## config.mk

```make
export PLATFORM = sky130hd
export DESIGN_NAME = uart_tx_arbiter
export DESIGN_NICKNAME = d
export VERILOG_FILES = /design/src/rtl/uart_tx_arbiter.sv
export SDC_FILE = /design/constraint.sdc
export NUM_CORES = 1
export LEC_CHECK = 0
export ABC_AREA = 1
export BUFFER_PORTS_ARGS = -buffer_cell sky130_fd_sc_hd__buf_4
export CAP_MARGIN = 20
export CORE_ASPECT_RATIO = 1.5
export CORE_MARGIN = 2
export CORE_UTILIZATION = 49
export CTS_CLUSTER_SIZE = 30
export DETAILED_ROUTE_END_ITERATION = 10
export GPL_ROUTABILITY_DRIVEN = 0
export GPL_TIMING_DRIVEN = 0
export PLACE_DENSITY = 0.76
export SLEW_MARGIN = 20
export SYNTH_ARGS = -nofsm -noshare
export SYNTH_HDL_FRONTEND = slang
export SYNTH_SLANG_ARGS = --single-unit
```

## constraint.sdc

```tcl
create_clock -name clk -period 2.1 [get_ports clk]
set_input_delay 0.105 -clock clk [delete_from_list [all_inputs] [get_ports clk]]
set_output_delay 0.105 -clock clk [all_outputs]
set_load 0.05 [all_outputs]
```

## src/rtl/uart_tx_arbiter.sv

```systemverilog
// Round-robin arbiter in front of a single UART transmitter: grants one requester's byte,
// pulses tx_enable, then stays busy for the whole frame time plus GUARD idle cycles.
module uart_tx_arbiter #(
    parameter real FREQ     = 1e9,
    parameter real BAUD     = 115200.0,
    parameter real STOP_BIT = 1.0,
    parameter int  N        = 4,
    parameter int  GUARD    = 2
) (
    input  logic           clk,
    input  logic           reset,
    input  logic [N-1:0]   req_valid,
    input  logic [8*N-1:0] req_data,
    output logic [N-1:0]   req_ready,
    output logic [7:0]     tx_data,
    output logic           tx_enable,
    output logic           tx_done,
    output logic           busy,
    output logic [2:0]     grant_id
);
    localparam int BIT_CYCLES   = $rtoi(FREQ / BAUD);
    localparam int FRAME_CYCLES = $rtoi($ceil((9.0 + STOP_BIT) * real'(BIT_CYCLES))) + GUARD;
    localparam int CW           = $clog2(FRAME_CYCLES + 1);
    localparam bit PARAMS_OK    = (STOP_BIT == 1.0 || STOP_BIT == 1.5 || STOP_BIT == 2.0)
                                  && N >= 2 && N <= 8;

    typedef enum logic [1:0] {IDLE, LOAD, WAIT} state_t;

    state_t        state, state_n;
    logic [CW-1:0] counter, counter_n;
    logic [N-1:0]  ready_n;
    logic [7:0]    data_n;
    logic          enable_n, done_n;
    logic [2:0]    gid_n;

    logic [7:0]    vld8;
    logic [63:0]   dat64;
    logic          found;
    logic [2:0]    win;
    logic [3:0]    cand;
    logic [7:0]    win_data;

    always @(posedge clk) begin
        assert (PARAMS_OK) else $error("uart_tx_arbiter: STOP_BIT must be 1, 1.5 or 2 and N in 2..8");
    end

    // Search starts one past the last winner and wraps, so every requester gets a turn.
    always_comb begin
        vld8  = 8'(req_valid);
        dat64 = 64'(req_data);
        found = 1'b0;
        win   = grant_id;
        cand  = '0;
        for (int k = 1; k <= N; k++) begin
            cand = 4'(grant_id) + 4'(k);
            if (cand >= 4'(N))
                cand = cand - 4'(N);
            if (!found && vld8[cand[2:0]]) begin
                found = 1'b1;
                win   = cand[2:0];
            end
        end
        win_data = dat64[{win, 3'b000} +: 8];
    end

    always_comb begin
        state_n   = state;
        counter_n = counter;
        ready_n   = '0;
        enable_n  = 1'b0;
        done_n    = 1'b0;
        data_n    = tx_data;
        gid_n     = grant_id;
        case (state)
            IDLE: begin
                if (found) begin
                    data_n   = win_data;
                    enable_n = 1'b1;
                    ready_n  = {{(N-1){1'b0}}, 1'b1} << win;
                    gid_n    = win;
                    state_n  = LOAD;
                end
            end
            LOAD: begin
                counter_n = CW'(FRAME_CYCLES - 1);
                state_n   = WAIT;
            end
            WAIT: begin
                if (counter == '0) begin
                    done_n  = 1'b1;
                    state_n = IDLE;
                end else begin
                    counter_n = counter - CW'(1);
                end
            end
            default: state_n = IDLE;
        endcase
    end

    always_ff @(posedge clk or posedge reset) begin
        if (reset) begin
            state     <= IDLE;
            counter   <= '0;
            req_ready <= '0;
            tx_data   <= '0;
            tx_enable <= 1'b0;
            tx_done   <= 1'b0;
            busy      <= 1'b0;
            grant_id  <= 3'(N - 1);
        end else begin
            state     <= state_n;
            counter   <= counter_n;
            req_ready <= ready_n;
            tx_data   <= data_n;
            tx_enable <= enable_n;
            tx_done   <= done_n;
            busy      <= (state_n != IDLE);
            grant_id  <= gid_n;
        end
    end
endmodule

```

==> results.yml <==
run_status:
  status: "finished with violations"
  violations: "negative setup slack"
synthesis:
  ys_ff_latch: 37
  syn_area_per_cell_sq_um: 8.30
  synth_warnings: 0
  synth_fp_nets: 346
  synthTopCellsByCount: "nand2_1, nand3_1, dfrtp_1, inv_1, nor2_1"
  synth_cell_types: 39
  syn_area_sq_um: 2520
  yosys-top-cells-area: "dfrtp_1, nand3_1, nand2_1"
  ys_async_sr_fraction_pct: 100
  ys_seq_area_share_pct: 36.8
  synth.most_common_cell: "nand2_1"
  synth-edff-count: 0
  synth_cells: 304
  ys_dominant_reg_cell: "dfrtp_1"
  yosys.area.top_type: "dfrtp_1"
  synth_top_area_share_pct: 34.7
sta:
  fin_worst_skew_ns: 0.00478
  rsz0062_at_grt: "yes"
  max_clock_freq_mhz: 444
  finalSetupViolations: 17
  finalHoldViolCount: 0
  fin_crit_ns: 2.25
  worstMarginPinSlew_ns: 0.745
  setup_slack_ns: -0.152
  maxSlewHeadroom_pct: 50.3
  timing.final.crit_share_pct: 107
  slew_viol_final: 0
worst_setup_path:
  cp-start-kind: "flop"
  r2r_start: "grant_id[0]"
  path_class: "flop to flop"
  cp-end-kind: "flop"
  worstPathArrival_ns: 2.44
  cp_max_fo: 8
  required_ns: 2.29
  crit_start: "grant_id[0]"
detailed_routing:
  first_pass_iters: 4
  drcViolationCount: 0
  vias_per_cell: 5.25
  vias: 2447
  drt_iter0_markers: 115
  drt_wl_total_mm: 6.73
  wl_per_cell_um: 14.5
  drtAntennaViolNets: 0
cells_and_area:
  fin_area_sq_um: 3660
  fin_nets: 439
  antenna_cells: 0
  fin_util_pct: 72.5
  drive_above_1_share_pct: 47.2
  n_fill_cell: 374
  area_growth_pct: 45.0
placement:
  dpl-instance-area_sq_um: 3080
  portBuffers: 55
  dp_hpwl_mm: 4.16
job:
  drv_cap: 0
die:
  start_util_pct: 50.0
  coreArea_sq_um: 5040
  rows: 32
  chipWidth_um: 62.6
  die_h_um: 91.9
  dieArea_sq_um: 5750
  io-pin-count: 56
grt:
  grt_pass1_wl_mm: 10.6
  grt_pass1_vias: 2426
  grt_max_degree: 38
  grt_overflow_total: 0
  grt.total_usage_pct: 23.1
  antenna_found_initial: 0
clock_network:
  clock-root-buffer: "clkbuf_8"
  cts.sinks: 37
  cts_tree: "done"
  htreeDepth: 2
  cts_made_buffers: 5
  clk_pin_slew_worst_paths_ns: 0.08
  cts_buffer_depth: 2
  insertion_delay_ns: 0.30
hold_path:
  hp-class: "input pin to flop"
  min_from: "req_data[27]"
-- cell type report --
class	count	area [sq um]	area share, %
clock buffer	5	68.8	1.88
buffer	9	104	2.84
multi-input combinational	225	1550	42.4
tap	68	85.1	2.33
sequential	37	928	25.4
inverter	33	149	4.07
timing repair buffer	86	724	19.8
clock inverter	3	46.3	1.27
-- sequential cells by signal, indices dropped and copies added, names as in the netlist --
name,flops
tx_done,1
counter,17
busy,1
tx_enable,1
tx_data,8
grant_id,3
state,2
req_ready,4
-- path summary, 6_finish.rpt --
path                               end  slack [ns]  depth (start not counted)
max in group asynchronous  grant_id[2]        1.11                          3
min in group asynchronous   tx_data[7]        0.50                          3
min reg2reg                 tx_data[7]        0.48                          2
max reg2reg                 tx_data[5]       -0.15                         14
max                         tx_data[5]       -0.15                         14
min                         tx_data[3]        0.11                          5
-- cell usage in the layout, fill, tap and decap left out, types with 4 or more instances in the layout --
master / synthesis / routed
buf_4: 2 / 75
nand2_1: 65 / 62
nand3_1: 52 / 36
dfrtp_1: 35 / 35
nand3_2: 16 / 30
inv_1: 26 / 24
nor2_1: 19 / 16
nand2_4: 3 / 11
nand2_2: 16 / 11
buf_6: 4 / 11
nand4_1: 8 / 8
o21ai_0: 8 / 7
nand3_4: 3 / 5
nor3_1: 5 / 5
clkbuf_8: 0 / 5
inv_2: 5 / 4
o22ai_1: 4 / 4
-- metrics by stage --
stage               TNS, ns  setup WS (ns)  hold WS (ns)  cells
floorplan             -2.97         -0.216         0.283    304
global placement      -2.20         -0.178         0.415    427
detailed placement    -2.41         -0.186         0.290    427
CTS                  -0.596        -0.0695         0.105    456
global route          -3.11         -0.240         0.125    466
finish                -1.36         -0.152         0.107    466
-- layer usage --
metal | track usage (%) | part of all wire (%) | routed length (um)
met1 | 24.8 | 38 | 2580
met4 | 10.4 | 3.3 | 223
met5 | 0 | 0 | 0
met3 | 3.93 | 3.7 | 251
met2 | 43.5 | 55 | 3680
-- critical path, cell delays in order (launching register included) --
cell and delay, ns:
dfstp_2 0.56, buf_8 0.12, inv_12 0.03, ha_4 0.23
inv_6 0.09, nand3_4 0.08, nand3_4 0.19, nand2_4 0.07
inv_4 0.09, o21ai_4 0.07, o21ai_4 0.23, inv_4 0.08
clkbuf_16 0.17, nand3_2 0.07, nand2_1 0.05
-- cell families after synthesis --
group / synth area share [%]
AO/OA/AOI/OAI: 4.46
XOR/XNOR: 1.39
adder cells (fa/ha/maj): 1.98
buffers and inverters: 8.83
flip-flops: 36.8
AND/OR/NAND/NOR: 46.5
-- what timing repair did --
| action | in CTS | in global routing |
|---|---|---|
| cloned | 2 | 1 |
| setup buffers | 18 | 9 |
| hold endpoints to repair | 35 | 0 |
| gates resized for setup | 18 | 28 |
| pin swaps | 21 | 12 |
| hold buffers | 1 | 0 |
| endpoints found under the setup margin | 18 | 30 |
Power is not shown: default switching activity piles up to over one toggle a cycle in this logic, so the estimate is an artifact.
